$ cat config.mk
export PLATFORM = sky130hd
export DESIGN_NAME = scim_bank_sequencer
export DESIGN_NICKNAME = d
export VERILOG_FILES = /design/src/rtl/scim_bank_sequencer_pkg.sv /design/src/rtl/scim_bank_sequencer_cycle_counter.sv /design/src/rtl/scim_bank_sequencer.sv
export SDC_FILE = /design/constraint.sdc
export NUM_CORES = 1
export LEC_CHECK = 0
export CAP_MARGIN = 5
export CORE_MARGIN = 1
export CORE_UTILIZATION = 52
export CTS_CLUSTER_DIAMETER = 100
export DETAILED_ROUTE_END_ITERATION = 8
export PLACE_DENSITY = 0.83
export SYNTH_ARGS = -nofsm -noshare
export SYNTH_HDL_FRONTEND = slang
export SYNTH_SLANG_ARGS = --single-unit
export TNS_END_PERCENT = 20
$ cat constraint.sdc
create_clock -name CLK -period 2.27 [get_ports CLK]
set_input_delay 0.454 -clock CLK [delete_from_list [all_inputs] [get_ports CLK]]
set_output_delay 0.454 -clock CLK [all_outputs]
set_load 0.01 [all_outputs]
$ cat src/rtl/scim_bank_sequencer_pkg.sv
// Shared definitions for the bank command sequencer: states, op codes,
// default timing parameters and the compute-length helper.
package scim_bank_sequencer_pkg;

  typedef enum logic [2:0] {
    ST_IDLE    = 3'd0,
    ST_WR      = 3'd1,
    ST_RD      = 3'd2,
    ST_RD_WAIT = 3'd3,
    ST_COMP    = 3'd4,
    ST_LATCH   = 3'd5,
    ST_DRAIN   = 3'd6,
    ST_DONE    = 3'd7
  } seq_state_t;

  localparam logic [1:0] SEQ_OP_WR   = 2'b00;
  localparam logic [1:0] SEQ_OP_RD   = 2'b01;
  localparam logic [1:0] SEQ_OP_COMP = 2'b10;
  localparam logic [1:0] SEQ_OP_ILL  = 2'b11;

  localparam int SEQ_CYC_W_DEF      = 5;
  localparam int SEQ_DRAIN_DEF      = 3;
  localparam int SEQ_RD_TIMEOUT_DEF = 8;

  // Total compute cycles M = N * (1 + signed), with a zero cycle count read as 1.
  function automatic int seq_comp_len(input int cycles, input logic sgn);
    int n;
    n = (cycles == 0) ? 1 : cycles;
    return sgn ? 2 * n : n;
  endfunction

endpackage

$ cat src/rtl/scim_bank_sequencer_cycle_counter.sv
// Loadable down-counter with zero flag. One instance is time-shared by the
// compute phase, the post-latch drain and the read-completion timeout.
module scim_bank_sequencer_cycle_counter #(
  parameter int CW = 6
) (
  input  logic          i_clk,
  input  logic          i_rst,
  input  logic          i_load,
  input  logic [CW-1:0] i_load_val,
  input  logic          i_dec,
  output logic [CW-1:0] o_count,
  output logic          o_zero
);

  logic [CW-1:0] r_count;

  // Load has priority; decrement stops at zero so the flag never wraps away.
  always_ff @(posedge i_clk or posedge i_rst) begin
    if (i_rst) begin
      r_count <= '0;
    end else if (i_load) begin
      r_count <= i_load_val;
    end else if (i_dec && (r_count != '0)) begin
      r_count <= r_count - CW'(1);
    end
  end

  assign o_count = r_count;
  assign o_zero  = (r_count == '0);

endmodule

$ cat src/rtl/scim_bank_sequencer.sv
// Per-bank command sequencer. Converts one accepted command into the
// cycle-exact bank-controller strobes. COMP_EN/READ_EN/WRITE_EN are decoded
// from the state register; the remaining strobes come from one register
// stage behind that decode (M1 timing).
module scim_bank_sequencer
  import scim_bank_sequencer_pkg::*;
#(
  parameter int CYC_W      = SEQ_CYC_W_DEF,
  parameter int DRAIN      = SEQ_DRAIN_DEF,
  parameter int RD_TIMEOUT = SEQ_RD_TIMEOUT_DEF
) (
  input  logic             CLK,
  input  logic             RESET,
  input  logic             cmd_valid,
  output logic             cmd_ready,
  input  logic [1:0]       cmd_op,
  input  logic [CYC_W-1:0] cfg_cycles,
  input  logic             cfg_signed,
  input  logic             cfg_buf_clr,
  input  logic             cmd_abort,
  input  logic             READ_DONE,
  output logic             READ_EN,
  output logic             WRITE_EN,
  output logic             COMP_EN,
  output logic             comp_positive_phase,
  output logic             SA_Latch,
  output logic             BnkCtr_En,
  output logic             BnkCtr_Clr,
  output logic             BnkCtr_Buffer_Clr,
  output logic             BnkCtr_Latch,
  output logic             busy,
  output logic             done,
  output logic             err
);

  localparam int CW = CYC_W + 1;
  // Counter runs down to zero, so each phase loads its length minus one.
  // The read timeout window starts at READ_EN, one cycle before RD_WAIT.
  localparam logic [CW-1:0] L_DRAIN_LD = CW'(DRAIN - 1);
  localparam logic [CW-1:0] L_RDTO_LD  = CW'(RD_TIMEOUT - 2);

  seq_state_t    r_state;
  seq_state_t    w_state_nxt;
  logic          w_accept;
  logic          w_abort;
  logic [CW-1:0] w_cnt;
  logic          w_cnt_zero;
  logic          w_cnt_load;
  logic [CW-1:0] w_cnt_load_val;
  logic          w_cnt_dec;
  logic          w_set_err;
  logic [CW-1:0] w_comp_ld;
  logic [CW-1:0] w_thresh;
  logic [CW-1:0] r_thresh;
  logic          r_err;
  logic          r_ctr_en;
  logic          r_pos;
  logic          r_clr;
  logic          r_bclr;
  logic          r_latch;
  logic          w_comp_en;

  assign w_accept  = (r_state == ST_IDLE) & cmd_valid & ~cmd_abort;
  assign w_abort   = (r_state != ST_IDLE) & cmd_abort;
  assign w_comp_ld = CW'(seq_comp_len(int'(cfg_cycles), cfg_signed) - 1);
  // Counter values at or above the threshold belong to the positive phase.
  assign w_thresh  = cfg_signed ? CW'(seq_comp_len(int'(cfg_cycles), 1'b0)) : '0;

  scim_bank_sequencer_cycle_counter #(
    .CW(CW)
  ) u_cnt (
    .i_clk      (CLK),
    .i_rst      (RESET),
    .i_load     (w_cnt_load),
    .i_load_val (w_cnt_load_val),
    .i_dec      (w_cnt_dec),
    .o_count    (w_cnt),
    .o_zero     (w_cnt_zero)
  );

  // State register.
  always_ff @(posedge CLK or posedge RESET) begin
    if (RESET) r_state <= ST_IDLE;
    else       r_state <= w_state_nxt;
  end

  // Next-state decode plus counter load/decrement control.
  always_comb begin
    w_state_nxt    = r_state;
    w_cnt_load     = 1'b0;
    w_cnt_load_val = '0;
    w_cnt_dec      = 1'b0;
    w_set_err      = 1'b0;
    case (r_state)
      ST_IDLE: begin
        if (w_accept) begin
          case (cmd_op)
            SEQ_OP_WR: w_state_nxt = ST_WR;
            SEQ_OP_RD: w_state_nxt = ST_RD;
            SEQ_OP_COMP: begin
              w_state_nxt    = ST_COMP;
              w_cnt_load     = 1'b1;
              w_cnt_load_val = w_comp_ld;
            end
            default: w_state_nxt = ST_DONE;
          endcase
        end
      end
      ST_WR: w_state_nxt = ST_DONE;
      ST_RD: begin
        w_state_nxt    = ST_RD_WAIT;
        w_cnt_load     = 1'b1;
        w_cnt_load_val = L_RDTO_LD;
      end
      ST_RD_WAIT: begin
        if (READ_DONE) begin
          w_state_nxt = ST_DONE;
        end else if (w_cnt_zero) begin
          w_state_nxt = ST_DONE;
          w_set_err   = 1'b1;
        end else begin
          w_cnt_dec = 1'b1;
        end
      end
      ST_COMP: begin
        if (w_cnt_zero) w_state_nxt = ST_LATCH;
        else            w_cnt_dec   = 1'b1;
      end
      ST_LATCH: begin
        w_state_nxt    = ST_DRAIN;
        w_cnt_load     = 1'b1;
        w_cnt_load_val = L_DRAIN_LD;
      end
      ST_DRAIN: begin
        if (w_cnt_zero) w_state_nxt = ST_DONE;
        else            w_cnt_dec   = 1'b1;
      end
      ST_DONE: w_state_nxt = ST_IDLE;
      default: w_state_nxt = ST_IDLE;
    endcase
    if (w_abort) begin
      w_state_nxt = ST_IDLE;
      w_set_err   = 1'b0;
    end
  end

  // Error flag and phase threshold are captured with the command.
  always_ff @(posedge CLK or posedge RESET) begin
    if (RESET) begin
      r_err    <= 1'b0;
      r_thresh <= '0;
    end else if (w_accept) begin
      r_err    <= (cmd_op == SEQ_OP_ILL);
      r_thresh <= w_thresh;
    end else if (w_set_err) begin
      r_err    <= 1'b1;
    end
  end

  assign w_comp_en = (r_state == ST_COMP);

  // M1 strobe stage: one register behind the state decode.
  always_ff @(posedge CLK or posedge RESET) begin
    if (RESET) begin
      r_ctr_en <= 1'b0;
      r_pos    <= 1'b0;
      r_clr    <= 1'b0;
      r_bclr   <= 1'b0;
      r_latch  <= 1'b0;
    end else begin
      r_ctr_en <= w_comp_en;
      r_pos    <= w_comp_en & (w_cnt >= r_thresh);
      r_clr    <= w_accept & (cmd_op == SEQ_OP_COMP);
      r_bclr   <= w_accept & (cmd_op == SEQ_OP_COMP) & cfg_buf_clr;
      r_latch  <= (r_state == ST_LATCH) & ~cmd_abort;
    end
  end

  assign COMP_EN             = w_comp_en;
  assign READ_EN             = (r_state == ST_RD);
  assign WRITE_EN            = (r_state == ST_WR);
  assign comp_positive_phase = r_pos;
  assign SA_Latch            = r_ctr_en;
  assign BnkCtr_En           = r_ctr_en;
  assign BnkCtr_Clr          = r_clr;
  assign BnkCtr_Buffer_Clr   = r_bclr;
  assign BnkCtr_Latch        = r_latch;
  assign cmd_ready           = (r_state == ST_IDLE);
  assign busy                = (r_state != ST_IDLE);
  assign done                = (r_state == ST_DONE);
  assign err                 = done & r_err;

endmodule
# Word-level counts from Yosys, hierarchy flattened
# Index checks and enable logic that the tools add are counted.
word_totals:
  reg_bits: 21
  out_inout_bits: 13
  elab_cells: 72
op_classes:
  n_addsub: 2
  n_lt_le_gt_ge: 1
  n_eq_ne: 12
  muxes: 27
  n_bitwise: 9
  n_reduce_logical: 12
op_table:
  columns: ["cell", "n"]
  rows:
  - ["$mux W6", 5]
  - ["$pmux W3 S8", 1]
  - ["$pmux W6 S3", 1]
  - ["$mux W3", 5]
  - ["$eq A3 B3 Y1 const B", 4]
  - ["$mux W1", 10]
  - ["$mux W5", 2]
  - ["$pmux W3 S3", 1]
  - ["$and A1 B1 Y1", 8]
  - ["$eq A3 B2 Y1 const B", 2]
  - ["$ge A6 B6 Y1", 1]
  - ["$logic_not A6 Y1", 1]
  - ["$reduce_bool A6 Y1", 1]
  - ["$sub A6 B1 Y6 const B", 1]
  - ["$sub A6 B2 Y6 const B", 1]
  - ["$logic_not A5 Y1", 1]
  - ["$eq A2 B2 Y1 const B", 2]
  - ["$pmux W1 S2", 2]
  - ["$reduce_bool A2 Y1", 2]
  - ["$reduce_or A2 Y1", 2]
  - ["$eq A3 B1 Y1 const B", 1]
  - ["$logic_not A3 Y1", 1]
  - ["$ne A3 B1 Y1 const B", 1]
  - ["$ne A3 B2 Y1 const B", 1]
  - ["6 further kinds", 6]

# Logic depth before layout (Yosys ltp)
# Gate-level depths: netlist (run 1).
logic_depth:
  word_depth: 8
  ltp_mapped: 10
  depth_no_buf: 10

# Hierarchy
# Synthesis (run 1) repeated with hierarchy kept, for this count alone.
unflattened:
  cells_unflattened: 172
  hier_area_um2: 1473.9
by_module_without_submodules:
  columns: ["module", "n_inst", "cells_per_inst", "area_each_um2", "seq_area_each_um2"]
  rows:
  - ["scim_bank_sequencer", 1, 123, 1047.3, 350.3]
  - ["scim_bank_sequencer_cycle_counter", 1, 49, 426.7, 150.1]

# Worst setup path after synthesis (run 1)
# OpenSTA, ideal clock, no wires.
synth_path:
  kind: "input to register"
  startpoint: "in cfg_cycles[2]"
  endpoint: "reg u_cnt.r_count[4], in the netlist u_cnt.o_count[4]"
  arrival_time_ns: 1.926
  t_required_ns: 2.149
  path_slack_ns: 0.223
  path_stages: 9
  n_path_buf: 0
  path_cell_list: "nor2_1 > a21oi_1 > or2_2 > ha_1 > nor2b_1 > o211ai_1 > a221oi_2 > o22a_1 > o22a_1"
synth_via:
  elab_chain_cells: 8
synth_lines:
  columns: ["element", "line_no", "source"]
  rows:
  - ["start: declaration", "scim_bank_sequencer.sv:17", "input logic [CYC_W-1:0] cfg_cycles,"]
  - ["$logic_not A5 Y1", "scim_bank_sequencer_pkg.sv:28", "n = (cycles == 0) ? 1 : cycles;"]
  - ["$mux W5 *", "scim_bank_sequencer_pkg.sv:28", null]
  - ["$mux W6 *", "scim_bank_sequencer_pkg.sv:29", "return sgn ? 2 * n : n;"]
  - ["$sub A6 B2 Y6 *", "scim_bank_sequencer.sv:65", "assign w_comp_ld = CW'(seq_comp_len(int'(cfg_cycles), cfg_signed) - 1);"]
  - ["$mux W6 *", "scim_bank_sequencer.sv:97", "case (cmd_op)"]
  - ["$mux W6 *", "scim_bank_sequencer.sv:96", "if (w_accept) begin"]
  - ["$pmux W6 S3 *", "scim_bank_sequencer.sv:94", "case (r_state)"]
  - ["$mux W6 *", "scim_bank_sequencer_cycle_counter.sv:21", "end else if (i_load) begin"]
  - ["end signal: assignment", "scim_bank_sequencer_cycle_counter.sv:22", "r_count <= i_load_val;"]
  - ["end signal: assignment", "scim_bank_sequencer_cycle_counter.sv:24", "r_count <= r_count - CW'(1);"]
  - ["end: declaration", "scim_bank_sequencer_cycle_counter.sv:15", "logic [CW-1:0] r_count;"]
# Mark *: on every way between the ends. The rest lies on a longest branch, timed or not.
# A chain may end at the register's enable or synchronous reset.

# Final worst setup path (run 1)
# Ends and elaborated chain as after synthesis.

==> results of run 1 <==
per-stage QoR:
stage                util  instances  total power, mW  setup TNS, ns
CTS                 0.726        226             2.06              0
global placement    0.715        223             1.80         -0.338
detailed placement  0.715        223             1.87         -0.502
global route        0.732        227             2.22         -0.122
floorplan               -        157             1.50              0
finish              0.732        227             2.07              0
cell usage after synthesis (all sizes together) (2+ instances only):
cell type / count
buf: 5
dfrtp: 20
nor3b: 3
nand3: 3
a21oi: 7
and2: 4
ha: 12
nand2: 11
and3: 3
or3: 2
mux2: 2
nor2b: 6
nor3: 5
nand2b: 2
inv: 14
xnor2: 2
nand3b: 2
o21ai: 11
nor2: 13
o22a: 4
clkbuf: 2
how the worst max path moves through the flow:
stage | from | to | slack (ns) | depth (start not counted)
after floorplan | cfg_cycles[2] | u_cnt.o_count[4] | 0.22 | 9
after global placement | cfg_cycles[2] | u_cnt.o_count[4] | -0.19 | 10
after detailed placement | cfg_cycles[3] | u_cnt.o_count[4] | -0.28 | 10
after CTS | r_state[0] | cmd_ready | 0.004 | 3
after global routing | r_state[1] | COMP_EN | -0.04 | 3
final | cfg_cycles[2] | u_cnt.o_count[4] | 0.04 | 10
report_power, final:
| part | leakage (nW) | internal (mW) | switching, mW |
|---|---|---|---|
| combinational | 0.621 | 0.640 | 0.641 |
| sequential | 0.259 | 0.497 | 0.131 |
| clock | 0.0138 | 0.0618 | 0.105 |
| total | 0.894 | 1.20 | 0.877 |
routing by layer:
metal	wire, um	GRT usage	up-vias	part of all wire
met5	0	0	-	0
met4	23	0.0750	0	0.0066
met3	122	0.0328	4	0.035
met2	1780	0.450	39	0.51
met1	1550	0.322	622	0.45
li1	-	-	642	-
sequential cells by signal, summed over array words and instances (netlist names):
| signal | count |
|---|---|
| BnkCtr_Buffer_Clr | 1 |
| BnkCtr_Latch | 1 |
| r_state | 3 |
| comp_positive_phase | 1 |
| u_cnt.o_count | 6 |
| r_err | 1 |
| BnkCtr_En | 1 |
| BnkCtr_Clr | 1 |
| r_thresh | 5 |
timing repair:
action                     CTS  global route
buffers inserted             0             1
resized for setup            2             3
pin swaps                    0             1
setup endpoints to repair    2             3
layout make-up:
type | count | area [um^2] | area share
flip-flops and latches | 20 | 502 | 0.267
repair buffers | 44 | 398 | 0.212
multi-input cells | 116 | 862 | 0.459
clock buffers | 3 | 22.5 | 0.0120
well taps | 30 | 37.5 | 0.0200
inverters | 14 | 57.6 | 0.0306
worst register-to-register path, stage by stage, from the launching register on:
cell and delay (ns):
dfrtp_2 0.48, or3_4 0.40, inv_6 0.08, nand4_4 0.12, buf_4 0.19, a211oi_2 0.24, o22a_1 0.16, o22a_1 0.12
cells by family (layout without fill, tap and decap cells):
group / Yosys count / count (layout) / share of synthesized area
buffers and inverters: 21 / 61 / 0.0753
flip-flops: 20 / 20 / 0.342
XOR/XNOR: 3 / 3 / 0.0180
multiplexers: 3 / 3 / 0.0222
adder cells (fa/ha/maj): 12 / 12 / 0.103
AO/OA/AOI/OAI: 39 / 39 / 0.204
AND/OR/NAND/NOR: 59 / 59 / 0.235
==> metrics, run 1 <==
# H-tree levels=1; Reg2Reg Depth=7; CTS buffer count=3; Seq/Total Area, Yosys=0.342; Synth Flop Type=dfrtp_1; critical-path cell list=clkdlybuf4s50_1 > nor2_2 > a21oi_1 > or2_2 > ha_1 > nor2b_2 > buf_4 > a221oi_2 > o22a_1 > o22a_1; CP endpoint kind=flop; Net Count, Synth=around 180; reg-to-reg slack, setup=~0.42 ns; area delta synth->final=28.5%; Critical Path Fanout Max=3; WP data arrival=2.47 ns; EDFF count, synth=0; most common cell after layout, fill and taps aside=clkdlybuf4s50_1; Final Hold Fails=0; dominant cells by area after synthesis=dfrtp_1 34%, ha_1 10%, o21ai_0 3.8%, inv_1 3.3%, nor2_1 3.1%; Final WS setup=0.0374 ns; kind of start point of the critical path=input pin; first drt pass iteration count=4; largest net degree at the start of global routing=21; initial DRC count=29; Max Clk Rate=roughly 450 MHz; hpwl dp=2670 um; Total Wirelength=roughly 3500 um; Slew headroom=0.704; number of global-route vias before repair=1235; Least-Margin Pin Slew=0.433 ns; number of routed nets with antenna violations=0; Tmin final=2.23 ns; pwr dens=1100 nW/um^2; PortBufs=26; post-synth top area cell=dfrtp_1; CTS tree=yes; share of cells above drive strength 1=0.193; Crit path top cell by count=o22a_1; global-route wire length before repair=around 5400 um; Finished Cell Area=around 1900 um^2; nets@finish=~230; Mapped Area=1460 um^2; Global Route Usage Sum=0.255; RSZ-0062 raised after global routing=yes; Mapped Cells=between 150 and 200; number of core rows=18; Bufs on Longest Clock Path=2; clock root cell=clkbuf_4; grt ovf=0; fin. max-slew vios=0; # diodes=0; cell family with most CP delay=compound AO/OA/AOI/OAI gates; Placed Area=1840 um^2; Hold Path Class=in2async; final setup fails=0; Clock Skew=0.00383 ns; worst flop-to-flop path startpoint=r_state[0]; Die Ht=55.0 um; fraction of registers with async set/reset=1.00; CTS clk-pin slew, worst paths=0.11 ns; # DRC=0; DIE WIDTH=55.0 um; CTS Hold Buffers Added=0; Reg-to-Reg End=u_cnt.o_count[5]; DIE AREA=3030 um^2; I/O pin cnt=27; library cells used by synthesis=50; Req. time, crit path=between 2 and 3 ns; CTS sink cnt=20; worst path buffer plus inverter count=2; Starting Density=0.570; max_cap viols=0; layout filler cell count=187; CP max-delay cell=clkdlybuf4s50_1; VDD IR max=0.768 mV; worst slack at placement=-0.279 ns; DR WL/cell=15.3 um; Yosys Warn Count=0; Setup CP Type=in2reg; clk_lat worst skew=0.30 ns; initial antenna violation count=0; WHS=0.467 ns; max incr delay on CP=0.43 ns; via density per instance=5.76; most frequent cells in the layout=25 x clkdlybuf4s50_1, 19 x dfrtp_1, 18 x buf_4; Synth top area share=0.342; average size of a mapped cell=9.32 um^2; P_leak=around 0.9 nW; run status=finished clean; Placer Congestion=0.856; FF+latch count, synth=20; Via Count=1307; area of the core=2570 um^2; fin crit share=0.984
No activity file was read; power rests on OpenSTA's default activity.
==> inputs of run 2 (changes only) <==
--- a/config.mk
+++ b/config.mk
@@ -8,7 +8,7 @@
 export CAP_MARGIN = 5
 export CORE_MARGIN = 1
 export CORE_UTILIZATION = 52
-export CTS_CLUSTER_DIAMETER = 100
+export CTS_CLUSTER_DIAMETER = 200
 export DETAILED_ROUTE_END_ITERATION = 8
 export PLACE_DENSITY = 0.83
 export SYNTH_ARGS = -nofsm -noshare
==> results of run 2 <==
No change in the layout: final DEF, timing and power equal those of run 1.
